## src/rtl/ctrl_pkg.sv

```systemverilog
// rtl/ctrl_pkg.sv - controller FSM states, loop defaults and loop config type
package ctrl;

    localparam int LOOP_TAPS_W  = 8;
    localparam int LOOP_STAGE_W = 3;
    localparam int LOOP_VEC_W   = 4;
    localparam int LOOP_ADDR_W  = 10;

    localparam int DEF_TAPS    = 15;
    localparam int DEF_STAGES  = 1;
    localparam int DEF_VECTORS = 3;

    typedef enum logic [3:0] {
        S0 = 4'd0,
        S1 = 4'd1,
        S2 = 4'd2,
        S3 = 4'd3,
        S4 = 4'd4,
        S5 = 4'd5,
        S6 = 4'd6,
        S7 = 4'd7,
        S8 = 4'd8
    } fsmState_e;

    typedef struct packed {
        logic [LOOP_TAPS_W-1:0]  taps;
        logic [LOOP_STAGE_W-1:0] stages;
        logic [LOOP_VEC_W-1:0]   vectors;
    } loopCfg_t;

endpackage

```

## src/rtl/ctrl_loop_sequencer_if.sv

```systemverilog
// rtl/ctrl_loop_sequencer_if.sv - FSM/config/datapath bundle of the loop sequencer
interface ctrl_loop_sequencer_if
    import ctrl::*;
#(
    parameter int TAPS_W  = ctrl::LOOP_TAPS_W,
    parameter int STAGE_W = ctrl::LOOP_STAGE_W,
    parameter int VEC_W   = ctrl::LOOP_VEC_W,
    parameter int ADDR_W  = ctrl::LOOP_ADDR_W
);
    logic               en;
    fsmState_e          state;
    logic               cfg_load;
    logic [TAPS_W-1:0]  cfg_taps;
    logic [STAGE_W-1:0] cfg_stages;
    logic [VEC_W-1:0]   cfg_vectors;
    logic               vector_pass;
    logic               last_stage;
    logic               last_vector;
    logic               mac_clr;
    logic               mac_en;
    logic [ADDR_W-1:0]  coef_addr;
    logic [ADDR_W-1:0]  data_addr;
    logic               cfg_pending;

    modport master (
        output en, state, cfg_load, cfg_taps, cfg_stages, cfg_vectors,
        input  vector_pass, last_stage, last_vector, mac_clr, mac_en,
               coef_addr, data_addr, cfg_pending
    );

    modport slave (
        input  en, state, cfg_load, cfg_taps, cfg_stages, cfg_vectors,
        output vector_pass, last_stage, last_vector, mac_clr, mac_en,
               coef_addr, data_addr, cfg_pending
    );
endinterface

```

## src/rtl/ctrl_cfg_shadow.sv

```systemverilog
// rtl/ctrl_cfg_shadow.sv - double-buffered loop config with pending flag
module ctrl_cfg_shadow
    import ctrl::*;
#(
    parameter int DEF_TAPS    = ctrl::DEF_TAPS,
    parameter int DEF_STAGES  = ctrl::DEF_STAGES,
    parameter int DEF_VECTORS = ctrl::DEF_VECTORS
) (
    input  logic     clk,
    input  logic     rst,
    input  logic     en,
    input  logic     load,
    input  loopCfg_t cfg_in,
    input  logic     apply,
    output loopCfg_t active,
    output logic     pending
);
    localparam loopCfg_t RST_CFG = '{
        taps:    LOOP_TAPS_W'(DEF_TAPS),
        stages:  LOOP_STAGE_W'(DEF_STAGES),
        vectors: LOOP_VEC_W'(DEF_VECTORS)
    };

    loopCfg_t active_q, active_d;
    loopCfg_t shadow_q, shadow_d;
    logic     pending_q, pending_d;

    // Apply consumes the old shadow; a same-cycle load re-arms pending with the new one.
    always_comb begin
        active_d  = active_q;
        shadow_d  = shadow_q;
        pending_d = pending_q;
        if (apply && pending_q) begin
            active_d  = shadow_q;
            pending_d = 1'b0;
        end
        if (load) begin
            shadow_d  = cfg_in;
            pending_d = 1'b1;
        end
    end

    always_ff @(posedge clk) begin
        if (!rst) begin
            active_q  <= RST_CFG;
            shadow_q  <= RST_CFG;
            pending_q <= 1'b0;
        end else if (en) begin
            active_q  <= active_d;
            shadow_q  <= shadow_d;
            pending_q <= pending_d;
        end
    end

    assign active  = active_q;
    assign pending = pending_q;
endmodule

```

## src/rtl/ctrl_loop_sequencer.sv

```systemverilog
// rtl/ctrl_loop_sequencer.sv - tap/stage/vector counters and RAM address generation
module ctrl_loop_sequencer
    import ctrl::*;
#(
    parameter int TAPS_W      = ctrl::LOOP_TAPS_W,
    parameter int STAGE_W     = ctrl::LOOP_STAGE_W,
    parameter int VEC_W       = ctrl::LOOP_VEC_W,
    parameter int ADDR_W      = ctrl::LOOP_ADDR_W,
    parameter int DEF_TAPS    = ctrl::DEF_TAPS,
    parameter int DEF_STAGES  = ctrl::DEF_STAGES,
    parameter int DEF_VECTORS = ctrl::DEF_VECTORS
) (
    input logic                  clk,
    input logic                  rst,
    ctrl_loop_sequencer_if.slave bus
);
    logic [TAPS_W-1:0]  tap_cnt_q, tap_cnt_d;
    logic [STAGE_W-1:0] stage_cnt_q, stage_cnt_d;
    logic [VEC_W-1:0]   vec_cnt_q, vec_cnt_d;
    logic [ADDR_W-1:0]  coef_base_q, coef_base_d;
    logic [ADDR_W-1:0]  data_ptr_q, data_ptr_d;

    loopCfg_t          act_cfg;
    loopCfg_t          cfg_in;
    logic              vector_pass, last_stage, last_vector, frame_wrap;
    logic [ADDR_W-1:0] coef_step;

    assign cfg_in = '{taps: bus.cfg_taps, stages: bus.cfg_stages, vectors: bus.cfg_vectors};

    ctrl_cfg_shadow #(
        .DEF_TAPS    (DEF_TAPS),
        .DEF_STAGES  (DEF_STAGES),
        .DEF_VECTORS (DEF_VECTORS)
    ) u_cfg_shadow (
        .clk     (clk),
        .rst     (rst),
        .en      (bus.en),
        .load    (bus.cfg_load),
        .cfg_in  (cfg_in),
        .apply   (frame_wrap),
        .active  (act_cfg),
        .pending (bus.cfg_pending)
    );

    assign vector_pass = (bus.state == S3) && (tap_cnt_q == act_cfg.taps);
    assign last_stage  = (stage_cnt_q == act_cfg.stages);
    assign last_vector = (vec_cnt_q == act_cfg.vectors);
    assign frame_wrap  = (bus.state == S8) && last_stage && last_vector;
    assign coef_step   = ADDR_W'(act_cfg.taps) + ADDR_W'(1);

    always_comb begin
        tap_cnt_d   = tap_cnt_q;
        stage_cnt_d = stage_cnt_q;
        vec_cnt_d   = vec_cnt_q;
        coef_base_d = coef_base_q;
        data_ptr_d  = data_ptr_q;
        case (bus.state)
            S2: tap_cnt_d = '0;
            S3: if (!vector_pass) tap_cnt_d = tap_cnt_q + TAPS_W'(1);
            S7: data_ptr_d = data_ptr_q + ADDR_W'(1);
            S8: begin
                if (!last_stage) begin
                    stage_cnt_d = stage_cnt_q + STAGE_W'(1);
                    coef_base_d = coef_base_q + coef_step;
                end else if (!last_vector) begin
                    stage_cnt_d = '0;
                    vec_cnt_d   = vec_cnt_q + VEC_W'(1);
                    coef_base_d = coef_base_q + coef_step;
                end else begin
                    stage_cnt_d = '0;
                    vec_cnt_d   = '0;
                    coef_base_d = '0;
                end
            end
            default: ;
        endcase
    end

    always_ff @(posedge clk) begin
        if (!rst) begin
            tap_cnt_q   <= '0;
            stage_cnt_q <= '0;
            vec_cnt_q   <= '0;
            coef_base_q <= '0;
            data_ptr_q  <= '0;
        end else if (bus.en) begin
            tap_cnt_q   <= tap_cnt_d;
            stage_cnt_q <= stage_cnt_d;
            vec_cnt_q   <= vec_cnt_d;
            coef_base_q <= coef_base_d;
            data_ptr_q  <= data_ptr_d;
        end
    end

    assign bus.vector_pass = vector_pass;
    assign bus.last_stage  = last_stage;
    assign bus.last_vector = last_vector;
    assign bus.mac_clr     = (bus.state == S2);
    assign bus.mac_en      = (bus.state == S3);
    // Zero-latency addresses; data_addr wraps naturally as a circular buffer index.
    assign bus.coef_addr   = coef_base_q + ADDR_W'(tap_cnt_q);
    assign bus.data_addr   = data_ptr_q + ADDR_W'(tap_cnt_q);
endmodule

```

## src/flat_wrapper.sv

```systemverilog
// flat-port wrapper written by rule: the top's interface ports become plain ports
module ctrl_loop_sequencer_flat import ctrl::*;
#(
    parameter int TAPS_W      = ctrl::LOOP_TAPS_W,
    parameter int STAGE_W     = ctrl::LOOP_STAGE_W,
    parameter int VEC_W       = ctrl::LOOP_VEC_W,
    parameter int ADDR_W      = ctrl::LOOP_ADDR_W,
    parameter int DEF_TAPS    = ctrl::DEF_TAPS,
    parameter int DEF_STAGES  = ctrl::DEF_STAGES,
    parameter int DEF_VECTORS = ctrl::DEF_VECTORS
)
  (clk, rst, bus_en, bus_state, bus_cfg_load, bus_cfg_taps, bus_cfg_stages, bus_cfg_vectors, bus_vector_pass, bus_last_stage, bus_last_vector, bus_mac_clr, bus_mac_en, bus_coef_addr, bus_data_addr, bus_cfg_pending);
  ctrl_loop_sequencer_if #(.TAPS_W(TAPS_W), .STAGE_W(STAGE_W), .VEC_W(VEC_W), .ADDR_W(ADDR_W)) bus_i ();
  input logic clk;
  input logic rst;
  input wire logic [$bits(bus_i.en)-1:0] bus_en;
  input wire logic [$bits(bus_i.state)-1:0] bus_state;
  input wire logic [$bits(bus_i.cfg_load)-1:0] bus_cfg_load;
  input wire logic [$bits(bus_i.cfg_taps)-1:0] bus_cfg_taps;
  input wire logic [$bits(bus_i.cfg_stages)-1:0] bus_cfg_stages;
  input wire logic [$bits(bus_i.cfg_vectors)-1:0] bus_cfg_vectors;
  output wire logic [$bits(bus_i.vector_pass)-1:0] bus_vector_pass;
  output wire logic [$bits(bus_i.last_stage)-1:0] bus_last_stage;
  output wire logic [$bits(bus_i.last_vector)-1:0] bus_last_vector;
  output wire logic [$bits(bus_i.mac_clr)-1:0] bus_mac_clr;
  output wire logic [$bits(bus_i.mac_en)-1:0] bus_mac_en;
  output wire logic [$bits(bus_i.coef_addr)-1:0] bus_coef_addr;
  output wire logic [$bits(bus_i.data_addr)-1:0] bus_data_addr;
  output wire logic [$bits(bus_i.cfg_pending)-1:0] bus_cfg_pending;
  assign bus_i.en = bus_en;
  assign bus_i.state = bus_state;
  assign bus_i.cfg_load = bus_cfg_load;
  assign bus_i.cfg_taps = bus_cfg_taps;
  assign bus_i.cfg_stages = bus_cfg_stages;
  assign bus_i.cfg_vectors = bus_cfg_vectors;
  assign bus_vector_pass = bus_i.vector_pass;
  assign bus_last_stage = bus_i.last_stage;
  assign bus_last_vector = bus_i.last_vector;
  assign bus_mac_clr = bus_i.mac_clr;
  assign bus_mac_en = bus_i.mac_en;
  assign bus_coef_addr = bus_i.coef_addr;
  assign bus_data_addr = bus_i.data_addr;
  assign bus_cfg_pending = bus_i.cfg_pending;
  ctrl_loop_sequencer #(.TAPS_W(TAPS_W), .STAGE_W(STAGE_W), .VEC_W(VEC_W), .ADDR_W(ADDR_W), .DEF_TAPS(DEF_TAPS), .DEF_STAGES(DEF_STAGES), .DEF_VECTORS(DEF_VECTORS)) u_core (.clk(clk), .rst(rst), .bus(bus_i));
endmodule
```

## config.mk

```make
export PLATFORM = sky130hd
export DESIGN_NAME = ctrl_loop_sequencer_flat
export DESIGN_NICKNAME = d
export VERILOG_FILES = /design/src/rtl/ctrl_pkg.sv /design/src/rtl/ctrl_loop_sequencer_if.sv /design/src/rtl/ctrl_cfg_shadow.sv /design/src/rtl/ctrl_loop_sequencer.sv /design/src/flat_wrapper.sv
export SDC_FILE = /design/constraint.sdc
export NUM_CORES = 1
export LEC_CHECK = 0
export ABC_AREA = 0
export BUFFER_PORTS_ARGS = -buffer_cell sky130_fd_sc_hd__buf_4
export CORE_ASPECT_RATIO = 1.75
export CORE_MARGIN = 2
export CORE_UTILIZATION = 45
export CTS_BUF_LIST = sky130_fd_sc_hd__clkbuf_2
export DETAILED_ROUTE_END_ITERATION = 8
export GPL_ROUTABILITY_DRIVEN = 0
export PLACE_DENSITY = 0.79
export SLEW_MARGIN = 25
export SYNTH_ARGS = -nofsm -noshare
export SYNTH_HDL_FRONTEND = slang
export SYNTH_HIERARCHICAL = 1
export SYNTH_SLANG_ARGS = --single-unit
export TNS_END_PERCENT = 100
```

## constraint.sdc

```tcl
create_clock -name clk -period 2 [get_ports clk]
set_input_delay 0.1 -clock clk [delete_from_list [all_inputs] [get_ports clk]]
set_output_delay 0.1 -clock clk [all_outputs]
set_load 0.1 [all_outputs]
```

==> results.md, run 1 <==
- First-pass GRT wire length: approximately 20000 um
- Switching pwr: between 600 and 700 uW
- WP buf/inv: 1
- Violated checks: setup timing
- Layout net count: around 660
- Worst setup EP type: output port
- Critical path class: flop to output port
- Gr ovfl total: 0
- Num CTS Buffers: 9
- Met2 Use GR: 0.4644
- Die area: 10150 sq um
- Slew @ Worst Pin: between 0.5 and 0.6 ns
- P per Cell Area: roughly 350 nW/um^2
- Final Critical Period: 2.786 ns
- Drc violations: 0
- Pre-CTS setup slack: -0.2730 ns
- Initial core utilization: 0.4619
- Longest Clk Path Bufs: 2
- CTS root buffer: clkbuf_2
- Reg-to-Reg End: u_core/coef_base_q[5]$_SDFFE_PN0P_
- Avg Inst Size Synth: ~9 sq um
- RSZ-0062 raised after global routing: true
- EDFF count, synth: 0
- Ys async rst share: 0
- Fmax: around 0.36 GHz
- Placed cell count: 685
- Fill count: a little under 700
- Layout cells sized above 1: 0.3676
- WL final: 12120 um
- Clk pwr share: 0.304
- Worst hold slack: about 0.07 ns
- Top Usage Layer GRT: met2
- Clock Latency Late Sink: between 0.5 and 0.6 ns
- Multi-input gate area: between 3000 and 4000 sq um
- Flop pwr share: 0.592
- Final worst slack: -0.7857 ns
- Vias in the first global route: ~4.2k
- Setup TNS: -7.758 ns
- Worst R2R Start: u_core/coef_base_q[1]$_SDFFE_PN0P_
- Dpl hpwl: just over 8000 um
- Critical path arrival: roughly 2.7 ns
- Remaining antenna violation count: 0
- Worst Hold Depth: 5
- CP Data Required Time: around 1.9 ns
- Clk slew on worst S/H paths: between 0.15 and 0.2 ns
- Worst IR Drop VDD: about 500 uV
- Tot GR Track Use: 0.2434
- Cell Count, Final, Fillers Out: between 700 and 800
- First drt pass iteration count: 5
- Slowest stage delay, CP: 0.40 ns
- Average wire per standard cell: roughly 17 um
- Initial antenna violation count: 1
- MaxCap Viol Count: 0
- R2R cell count: 7
- CTS H-tree depth: 3
- Crit path cell chain: ha_4 -> fa_2 -> a21oi_2 -> nor2b_2 -> o31a_1 -> o41ai_4 -> xnor2_4 -> buf_12
- Clk_skew: about 0.052 ns
- CTS tree: built
- Clock Sinks: 66
- Met1 Use GR: 0.2398
- R2r setup slk: -0.05 ns
- Slew Viols, Final: 0
- Tcrit/Tclk final: 1.393
- Comb power frac: 0.104
- Worst hold start: bus_state[0]
- CP startpoint kind: flop
- Normalized max-slew margin: 0.6641
- Core box area: 9094 sq um
- Largest net degree at the start of global routing: 53
- Internal Pwr Total: 1.601 mW
- Synth unique cells: 67
- Syn_nets: roughly 530
- P&R area growth vs syn: 51.98%
- Post-Syn Instances: 480
- FF/Latch Area: between 1000 and 1500 sq um
- Total Power: 2.256 mW
- Final hold violations: 0
- Hold Crit Class: primary input to flop
- Vias per cell: 5.603
- Initial DRC count: 214
- Final setup fails: 19
- Most common flop cell mapped by yosys: dfxtp_1
- Flops & latches, synth: 66
- Lkg Pwr: ~2.8 nW
- Vias: around 4.1k
- Die Span X: a little under 80 um
- I/O Pins: around 50
- CP max FO: 3
- Die H: ~130 um
- CP max stage cell: dfxtp_4
- Met3 Usage GRT: 0.03767
- Mapped cell area: approximately 4200 sq um
- PortBufs: between 40 and 50
- Register area share after synthesis: 0.3146
- Hold Crit Endpoint: u_core/data_ptr_q[1]$_SDFFE_PN0P_
- Yosys warns: 6
- Row count: 46
- Crit path max-delay family: compound AO/OA/AOI/OAI gates
- Sw frac: 0.2901
- Status: finished, violations left
[cells by family (layout without fill, tap and decap cells)]
family	Yosys count	after routing	share of synthesized area
flops	66	66	0.3146
xor+xnor	41	41	0.08549
fa+ha+maj	31	31	0.09771
mux	11	11	0.02621
other cells	0	1	0
compound gates	113	113	0.1898
buf+inv	41	173	0.04825
simple gates	177	177	0.2380
[registers in the layout, indices dropped and copies added, names as in the netlist]
register                      count
u_core/vec_cnt_q                  4
u_core/u_cfg_shadow/active       15
u_core/data_ptr_q                10
u_core/u_cfg_shadow/shadow_q     15
u_core/u_cfg_shadow/pending       1
u_core/stage_cnt_q                3
u_core/tap_cnt_q                  8
u_core/coef_base_q               10
[placed cells by master (no fill, tap or decap), drive strengths merged, types with 16 or more instances in the layout]
master	n
a21oi	25
and3	16
buf	119
dfxtp	66
dlygate4sd3	20
ha	28
inv	21
nand2	40
nor2	38
o21a	19
o21ai	20
xnor2	23
xor2	18
[synthesized netlist by cell type, drive strengths merged, types with 2 or more instances]
cell	n	area [sq um]
fa	3	60.06
buf	9	78.81
o21ai	20	100.1
or3	2	12.51
a21boi	9	67.56
a211oi	5	37.54
nand3	15	75.07
or4	2	15.01
xor2	18	157.7
a22oi	4	30.03
clkbuf	14	53.80
o31a	4	43.80
nor4b	3	32.53
o211ai	9	67.56
a41oi	2	32.53
nor2b	4	25.02
ha	28	350.3
nor4	3	40.04
nand4	15	93.84
xnor2	23	201.4
inv	18	70.07
dfxtp	66	1321
and3	16	105.1
nor3	10	71.32
nand2b	5	31.28
nand2	40	152.6
a21o	3	22.52
mux2i	11	110.1
nor2	38	142.6
or2	4	25.02
a32oi	2	17.52
or4b	2	20.02
o21a	19	142.6
nand4b	2	17.52
nand3b	4	30.03
and3b	8	70.07
a21oi	25	132.6
[metrics by stage]
stage | instance area [sq um] | utilization
global placement | 5487 | 0.6033
CTS | 6231 | 0.6852
detailed placement | 5487 | 0.6033
global route | 6384 | 0.7020
finish | 6384 | 0.7020
floorplan | 4646 | -
[layer usage]
layer | routed length, um | share of wire
met5 | 0 | 0
met1 | 4191 | 0.35
met3 | 446 | 0.037
met2 | 6864 | 0.57
met4 | 618 | 0.051
[power by group through the flow]
stage / clock network, mW / registers, mW / logic, mW
6_report: 0.685 / 1.34 / 0.235
5_1_grt: 0.748 / 1.34 / 0.254
4_1_cts: 0.698 / 1.34 / 0.231
3_5_place_dp: 0 / 1.37 / 0.198
3_3_place_gp: 0 / 1.37 / 0.194
2_1_floorplan: 0 / 1.37 / 0.121
[worst min-delay path, cell delays in order]
cell and delay, ns:
buf_4 0.15, nand2_1 0.11, nor2_1 0.09, nand2_1 0.07
a21oi_1 0.06
[how the worst max path moves through the flow]
stage                                      from                                          to  slack (ns)  cells after the start
2_1_floorplan  u_core/vec_cnt_q[2]$_SDFFE_PN0P_  u_core/u_cfg_shadow/active[2]$_SDFFE_PN0P_       -0.79                      8
3_3_place_gp   u_core/tap_cnt_q[1]$_SDFFE_PN0P_                            bus_data_addr[9]       -0.22                      7
3_5_place_dp   u_core/tap_cnt_q[1]$_SDFFE_PN0P_                            bus_data_addr[9]       -0.27                      7
4_1_cts        u_core/tap_cnt_q[0]$_SDFFE_PN0P_                            bus_data_addr[8]       -0.76                      8
5_1_grt        u_core/tap_cnt_q[0]$_SDFFE_PN0P_                            bus_data_addr[8]       -0.87                      8
6_report       u_core/tap_cnt_q[0]$_SDFFE_PN0P_                            bus_data_addr[8]       -0.79                      8
[final cells by class]
type,instances,area share
antenna,1,0.0003920
clock buffer,10,0.007840
clock inverter,6,0.006076
inverter,18,0.01098
multi-input combinational,373,0.5210
sequential,66,0.2119
tap,120,0.02352
timing repair buffer,139,0.2183
[timing repair]
action	in CTS	in global routing
pin swaps	20	21
gates cloned	0	0
setup endpoints to repair	23	26
setup buffers	8	7
gates resized for setup	91	29
hold buffers	20	0
hold endpoints to repair	18	0
Power figures use the tool's default switching activity.
==> run 2, diff against run 1 <==
- REMOVE_ABC_BUFFERS: unset -> 1
- SYNTH_HIERARCHICAL: 1 -> unset
==> run 2 against run 1 <==
  * The run still ends with setup timing left
  * Via count rose by 4.1%
  * Utilization is 0.58 points higher
  * Synthesized cell count grew 4.0%
  * Largest power group unchanged
==> results.md, run 2 <==
- Vias per cell: about 5.6
- Num CTS Buffers: 9
- Largest family of logic cells by synthesized area: simple AND/OR/NAND/NOR gates
- Synth Area in Adders: 0.1064
- Clock Latency Late Sink: 0.51 ns
- Finished Cell Area: ~6400 sq um
- Status: finished, violations left
- Clk slew on worst S/H paths: about 0.2 ns
- Register area share after synthesis: 0.3227
- Top post-synthesis cells by area: dfxtp_1 32%, ha_1 9.2%, xnor2_1 8.1%
- Post-Syn Instances: roughly 500
- Setup TNS: -7.751 ns
- Row count: 46
- Slew @ Worst Pin: between 0.6 and 0.7 ns
- Sw frac: 0.2622
- Tot GR Track Use: 0.2505
- PortBufs: 48
- EDFF count, synth: 0
- Internal Pwr Total: about 1.9 mW
- Initial core utilization: 0.4560
- Comb power frac: 0.101
- Switching pwr: approximately 660 uW
- Core box area: 8979 sq um
- Longest Clk Path Bufs: 2
- Yosys warns: 0
- Critical path's most frequent cell: buf_6
- Slew Viols, Final: 0
- First drt pass iteration count: 5
- WP buf/inv: 3
- Final worst slack: -0.6614 ns
- P per Cell Area: around 400 nW/um^2
- CP startpoint kind: flop
- Worst IR Drop VDD: ~480 uV
- Fill count: ~640
- Cell area after placement: 4979 sq um
- Violated checks: setup timing
- Commonest cells post-synth: 73 x nand2_1, 66 x dfxtp_1, 41 x nor2_1, 38 x xnor2_1, 36 x nand3_1
- Largest net degree at the start of global routing: 43
- Most common flop cell mapped by yosys: dfxtp_1
- Worst R2R Start: u_core.u_cfg_shadow.active[7]$_SDFFE_PN1P_
- Flops & latches, synth: 66
- Final hold violations: 0
- Avg Inst Size Synth: between 8 and 9 sq um
- Hold Crit Class: primary input to flop
- Die H: 130.2 um
- Gr ovfl total: 0
- Flop pwr share: 0.532
- Critical path startpoint: u_core.tap_cnt_q[1]$_SDFFE_PN0P_
- Worst hold slack: between 0.04 and 0.05 ns
- Complex-gate fraction of the synthesized area: 0.1329
- Normalized max-slew margin: 0.5507
- Ys async rst share: 0
- First-pass GRT wire length: around 20000 um
- CTS H-tree depth: 3
- Critical path class: flop to output port
- Layout cells sized above 1: 0.3935
- Die area: approximately 9900 sq um
- CP max stage cell: dfxtp_2
- Clk pwr share: 0.367
- Placed cell count: approximately 700
- Slowest stage delay, CP: ~0.40 ns
- Most frequent cell after synthesis: nand2_1
- Tcrit/Tclk final: 1.331
- Worst setup EP type: output port
- Vias: roughly 4.3k
- Crit path max-delay family: buffers and inverters
- P&R area growth vs syn: 55.23%
- Cell Count, Final, Fillers Out: 769
- Layout net count: 699
- Clock Sinks: 66
- Dpl hpwl: around 8000 um
- Total Power: 2.523 mW
- Synth Area in Simple Gates: 0.2552
- Final Critical Period: ~2.7 ns
- Vias in the first global route: between 4k and 5k
- CP max FO: 3
- Initial antenna violation count: 1
- CTS tree: built
- CTS root buffer: clkbuf_2
- Average wire per standard cell: between 15 and 20 um
- Yosys top cell by area: dfxtp_1
- Critical path arrival: 2.56 ns
- Drc violations: 0
- Worst hold start: bus_state[0]
- Final setup fails: 24
- Yosys top cell area share: 0.3227
- Most common cell after layout, fill and taps aside: buf_4
- Most frequent cells in the layout: 93 x buf_4, 73 x nand2_1, 51 x dfxtp_1
- Initial DRC count: between 300 and 400
- Fmax: approximately 0.38 GHz
- I/O Pins: 49
- Crit path cell chain: buf_6 -> inv_2 -> fa_2 -> nor2b_2 -> o21ai_2 -> a21oi_2 -> o41ai_2 -> xnor2_1 -> buf_6
- Lkg Pwr: ~2.7 nW
- Pre-CTS setup slack: -0.3020 ns
- Mapped cell area: a little over 4000 sq um
- Post-Synth XOR/XNOR Area: 0.1177
- WL final: about 13000 um
- MaxCap Viol Count: 0
- RSZ-0062 raised after global routing: true
- Util after Layout: 0.7078
- Remaining antenna violation count: 0
- Synth unique cells: 54
- CP Data Required Time: 1.90 ns
- Mux contribution to synthesized area: 0.02720
- Clk_skew: about 0.033 ns
- Die Span X: 76.10 um
-- run 2: cell count changes in the layout (fill, tap and decap cells not counted), moves of 10 or more --
cell     delta
nand2_1    +36
nand3_1    +19
o21a_1     -18
buf_6      +17
buf_12     -16
xnor2_1    +13
o21ai_0    -12
o21ai_1    +12
nand4_1    -11
and3_1     -10
-- run 2: kinds of logic (layout without fill, tap and decap cells) --
family / count (synthesis) / count (layout)
xor+xnor: 55 / 55
simple gates: 208 / 208
mux: 11 / 11
buf+inv: 38 / 187
other cells: 0 / 1
flops: 66 / 66
fa+ha+maj: 33 / 33
compound gates: 88 / 88
-- run 2: path summary, 6_finish.rpt --
kind                                                       to  slack, ns  cells past startpoint
setup / recovery                             bus_coef_addr[8]      -0.66                      9
setup reg to reg           u_core.coef_base_q[8]$_SDFFE_PN0P_      -0.23                      9
hold / removal              u_core.data_ptr_q[1]$_SDFFE_PN0P_       0.05                      5
hold reg to reg   u_core.u_cfg_shadow.active[11]$_SDFFE_PN0P_       0.44                      2
-- run 2: final cells by class --
| cell class | count | area (sq um) | share of cell area |
|---|---|---|---|
| multi-input combinational | 395 | 3244 | 0.5105 |
| clock buffer | 11 | 55.05 | 0.008663 |
| sequential | 66 | 1358 | 0.2136 |
| antenna | 1 | 2.502 | 0.0003938 |
| inverter | 19 | 71.32 | 0.01122 |
| timing repair buffer | 152 | 1395 | 0.2195 |
| clock inverter | 5 | 78.83 | 0.01240 |
| tap | 120 | 150.1 | 0.02363 |
-- run 2: repair_timing --
item | CTS | global route
buffers inserted | 13 | 12
hold buffers | 24 | 0
pin swaps | 38 | 48
hold endpoints to repair | 29 | 0
gates resized for setup | 125 | 69
endpoints found under the setup margin | 26 | 33
-- run 2: routing by layer --
metal  wire length [um]  up-vias  global-route usage  share of wire
met2               7168      149              0.4900           0.55
met5                  0        -                   0              0
li1                   -     2042                   -              -
met4                970        0              0.1850          0.074
met3                433       69             0.03181          0.033
met1               4523     2017              0.2382           0.35
-- run 2: power by group through the flow --
stage                     Clock, mW  Combinational, mW  Sequential [mW]
after CTS                     0.928              0.241             1.34
after floorplan                   0             0.0970             1.39
after global routing          0.991              0.274             1.35
final                         0.927              0.254             1.34
after global placement            0              0.194             1.38
after detailed placement          0              0.197             1.38
-- run 2: worst register-to-register path: cells and delay by family (launching register included) --
| family | cells | cell delay (ns) |
|---|---|---|
| adders and majority gates | 1 | 0.18 |
| xor gates and xnor gates | 2 | 0.35 |
| DFF | 1 | 0.43 |
| AOI/OAI and AO/OA | 2 | 0.21 |
| and+or+nand+nor | 4 | 0.98 |
==> run 3, diff against run 2 <==
--- a/config.mk
+++ b/config.mk
@@ -11,7 +11,7 @@
 export CORE_MARGIN = 2
-export CORE_UTILIZATION = 45
-export CTS_BUF_LIST = sky130_fd_sc_hd__clkbuf_2
+export CORE_UTILIZATION = 53
+export CTS_BUF_LIST = sky130_fd_sc_hd__clkbuf_16
 export DETAILED_ROUTE_END_ITERATION = 8
 export GPL_ROUTABILITY_DRIVEN = 0
-export PLACE_DENSITY = 0.79
+export PLACE_DENSITY = 0.89
 export REMOVE_ABC_BUFFERS = 1
==> constraint.sdc (replaced) <==
create_clock -name clk -period 2 [get_ports clk]
set_input_delay 0.3 -clock clk [delete_from_list [all_inputs] [get_ports clk]]
set_output_delay 0.3 -clock clk [all_outputs]
set_load 0.1 [all_outputs]
==> run 3 against run 2 <==
  * The flow still finishes with violations (setup timing)
  * Critical endpoint unchanged
  * Global-route usage grew 7.1 points
  * Clock skew shrank 0.025 ns
  * Sequential power about the same
  * Die area is 14% lower
  * Final cell count is 7.5% lower
  * Largest cell class unchanged
  * Largest power group is now the clock network
==> results.md, run 3 (synthesized netlist as in run 2, its figures left out) <==
- Status: finished, violations left
- Violated checks: setup timing
- Vias in the first global route: 4564
- RSZ-0062 raised after global routing: true
- Num CTS Buffers: 9
- P per Cell Area: roughly 500 nW/um^2
- Clock Sinks: 66
- Largest net degree at the start of global routing: 27
- Finished Cell Area: 6178 sq um
- Vias: roughly 4.8k
- Metal3 WL: 1373 um
- Worst R2R Start: u_core.u_cfg_shadow.active[7]$_SDFFE_PN1P_
- Final worst slack: -0.6526 ns
- Tot GR Track Use: 0.3217
- Remaining antenna violation count: 0
- P&R area growth vs syn: 50.92%
- Die area: 8471 sq um
- Fmax: around 0.38 GHz
- Clk_skew: approximately 0.0080 ns
- Critical path class: flop to output port
- Final Critical Period: ~2.7 ns
- Layout cells sized above 1: 0.4061
- Initial antenna violation count: 0
- Die Span X: around 70 um
- Worst Hold Depth: 3
- Clock Latency Late Sink: between 0.3 and 0.4 ns
- CP startpoint kind: flop
- Core box area: 7515 sq um
- MaxCap Viol Count: 0
- Reg-to-Reg End: u_core.coef_base_q[9]$_SDFFE_PN0P_
- Dpl hpwl: around 8400 um
- Tcrit/Tclk final: 1.326
- PortBufs: 48
- Critical path arrival: about 2.4 ns
- Most frequent cells in the layout: 95 x buf_4, 73 x nand2_1, 53 x dfxtp_1
- Initial DRC count: about 530
- Most common cell after layout, fill and taps aside: buf_4
- Final hold violations: 0
- CP Data Required Time: 1.70 ns
- Ant. Diodes: 0
- Cell area after placement: 5004 sq um
- Top sig layer: met4
- R2r setup slk: -0.51 ns
- Drc violations: 0
- Longest Clk Path Bufs: 2
- CTS root buffer: clkbuf_16
- Lkg Pwr: ~2.7 nW
- CTS tree: built
- Util after Layout: 0.8222
- CTS H-tree depth: 3
- First-pass GRT wire length: approximately 21000 um
- Row count: 42
- I/O Pins: 49
- Wire length on met2: about 8500 um
- Met1 wire length: roughly 5200 um
- Initial core utilization: 0.5448
- Final setup fails: 30
- Hold Crit Class: primary input to flop
- Vias per cell: 6.685
- Clk slew on worst S/H paths: 0.05 ns
- Slew Viols, Final: 0
- First drt pass iteration count: 8
- Average wire per standard cell: ~24 um
- Gr ovfl total: 0
- Layout net count: 675
- CP max FO: 4
- R2R cell count: 10
- Die H: about 120 um
- Hold Crit Endpoint: u_core.u_cfg_shadow.shadow_q[8]$_SDFFE_PN1P_
- Slew @ Worst Pin: between 0.7 and 0.8 ns
- Worst hold start: bus_cfg_taps[1]
- WL final: 17020 um
- Worst IR Drop VDD: approximately 770 uV
- Normalized max-slew margin: 0.5206
- Worst setup EP type: output port
==> run 3: cell count changes in the layout (fill, tap and decap cells not counted), sizes merged <==
cell         before  now
bufinv            2    1
dlygate4sd3      24    0
diode             1    0
nand4             5    6
buf             128  127
clkbuf           11    9
inv              18   20
==> run 3: cell type report <==
type	count	area, sq um
clock buffer	9	225.2
clock inverter	6	51.30
fill	386	1336
inverter	19	71.32
multi-input combinational	396	3268
sequential	66	1350
tap	88	110.1
timing repair buffer	127	1102
==> run 3: per-layer routing <==
metal | vias up | global-route usage
met5 | - | 0
met4 | 0 | 0.2861
met3 | 166 | 0.07000
met2 | 420 | 0.5755
met1 | 2172 | 0.2955
li1 | 1995 | -
==> run 3: how the worst max path moves through the flow <==
stage | from | to | slack (ns) | depth (start not counted)
after global placement | u_core.coef_base_q[1]$_SDFFE_PN0P_ | bus_coef_addr[7] | -0.35 | 7
after CTS | u_core.data_ptr_q[0]$_SDFFE_PN0P_ | bus_data_addr[8] | -0.59 | 9
after detailed placement | u_core.data_ptr_q[0]$_SDFFE_PN0P_ | bus_data_addr[8] | -0.39 | 9
final | u_core.coef_base_q[1]$_SDFFE_PN0P_ | bus_coef_addr[8] | -0.65 | 9
after global routing | u_core.tap_cnt_q[2]$_SDFFE_PN0P_ | bus_data_addr[9] | -0.67 | 8
after floorplan | u_core.tap_cnt_q[0]$_SDFFE_PN0P_ | bus_data_addr[8] | -1.37 | 8
==> run 3: power breakdown <==
group | switching, mW | leakage, nW | internal (mW)
Clock | 0.588 | 0.145 | 0.939
Combinational | 0.145 | 1.98 | 0.0785
Sequential | 0.0163 | 0.539 | 1.33
==> run 3: critical path, stage by stage, from the launching register on <==
cell and delay [ns]:
dfxtp_2 0.37, buf_6 0.14, inv_1 0.07, fa_2 0.41, nor2b_2 0.17, o21ai_2 0.08
a21oi_2 0.19, o41ai_2 0.10, xnor2_1 0.21, buf_6 0.26
==> run 3: what timing repair did <==
action                     CTS  global route
resized for setup          110            65
hold buffers                 0             0
buffers inserted             7             6
pin swaps                   41            40
setup endpoints to repair   25            38
cloned                       0             1
==> run 3: stage by stage <==
step / instances / setup TNS, ns / hold WS (ns) / power [mW] / setup slack (ns)
floorplan: 480 / -52.83 / 0.3619 / 1.484 / -1.368
CTS: 705 / -6.400 / 0.1628 / 3.045 / -0.5904
finish: 711 / -10.22 / 0.1622 / 3.097 / -0.6526
detailed placement: 684 / -4.500 / 0.4467 / 1.579 / -0.3922
global route: 711 / -11.16 / 0.1817 / 3.154 / -0.6687
global placement: 684 / -3.145 / 0.4338 / 1.573 / -0.3463
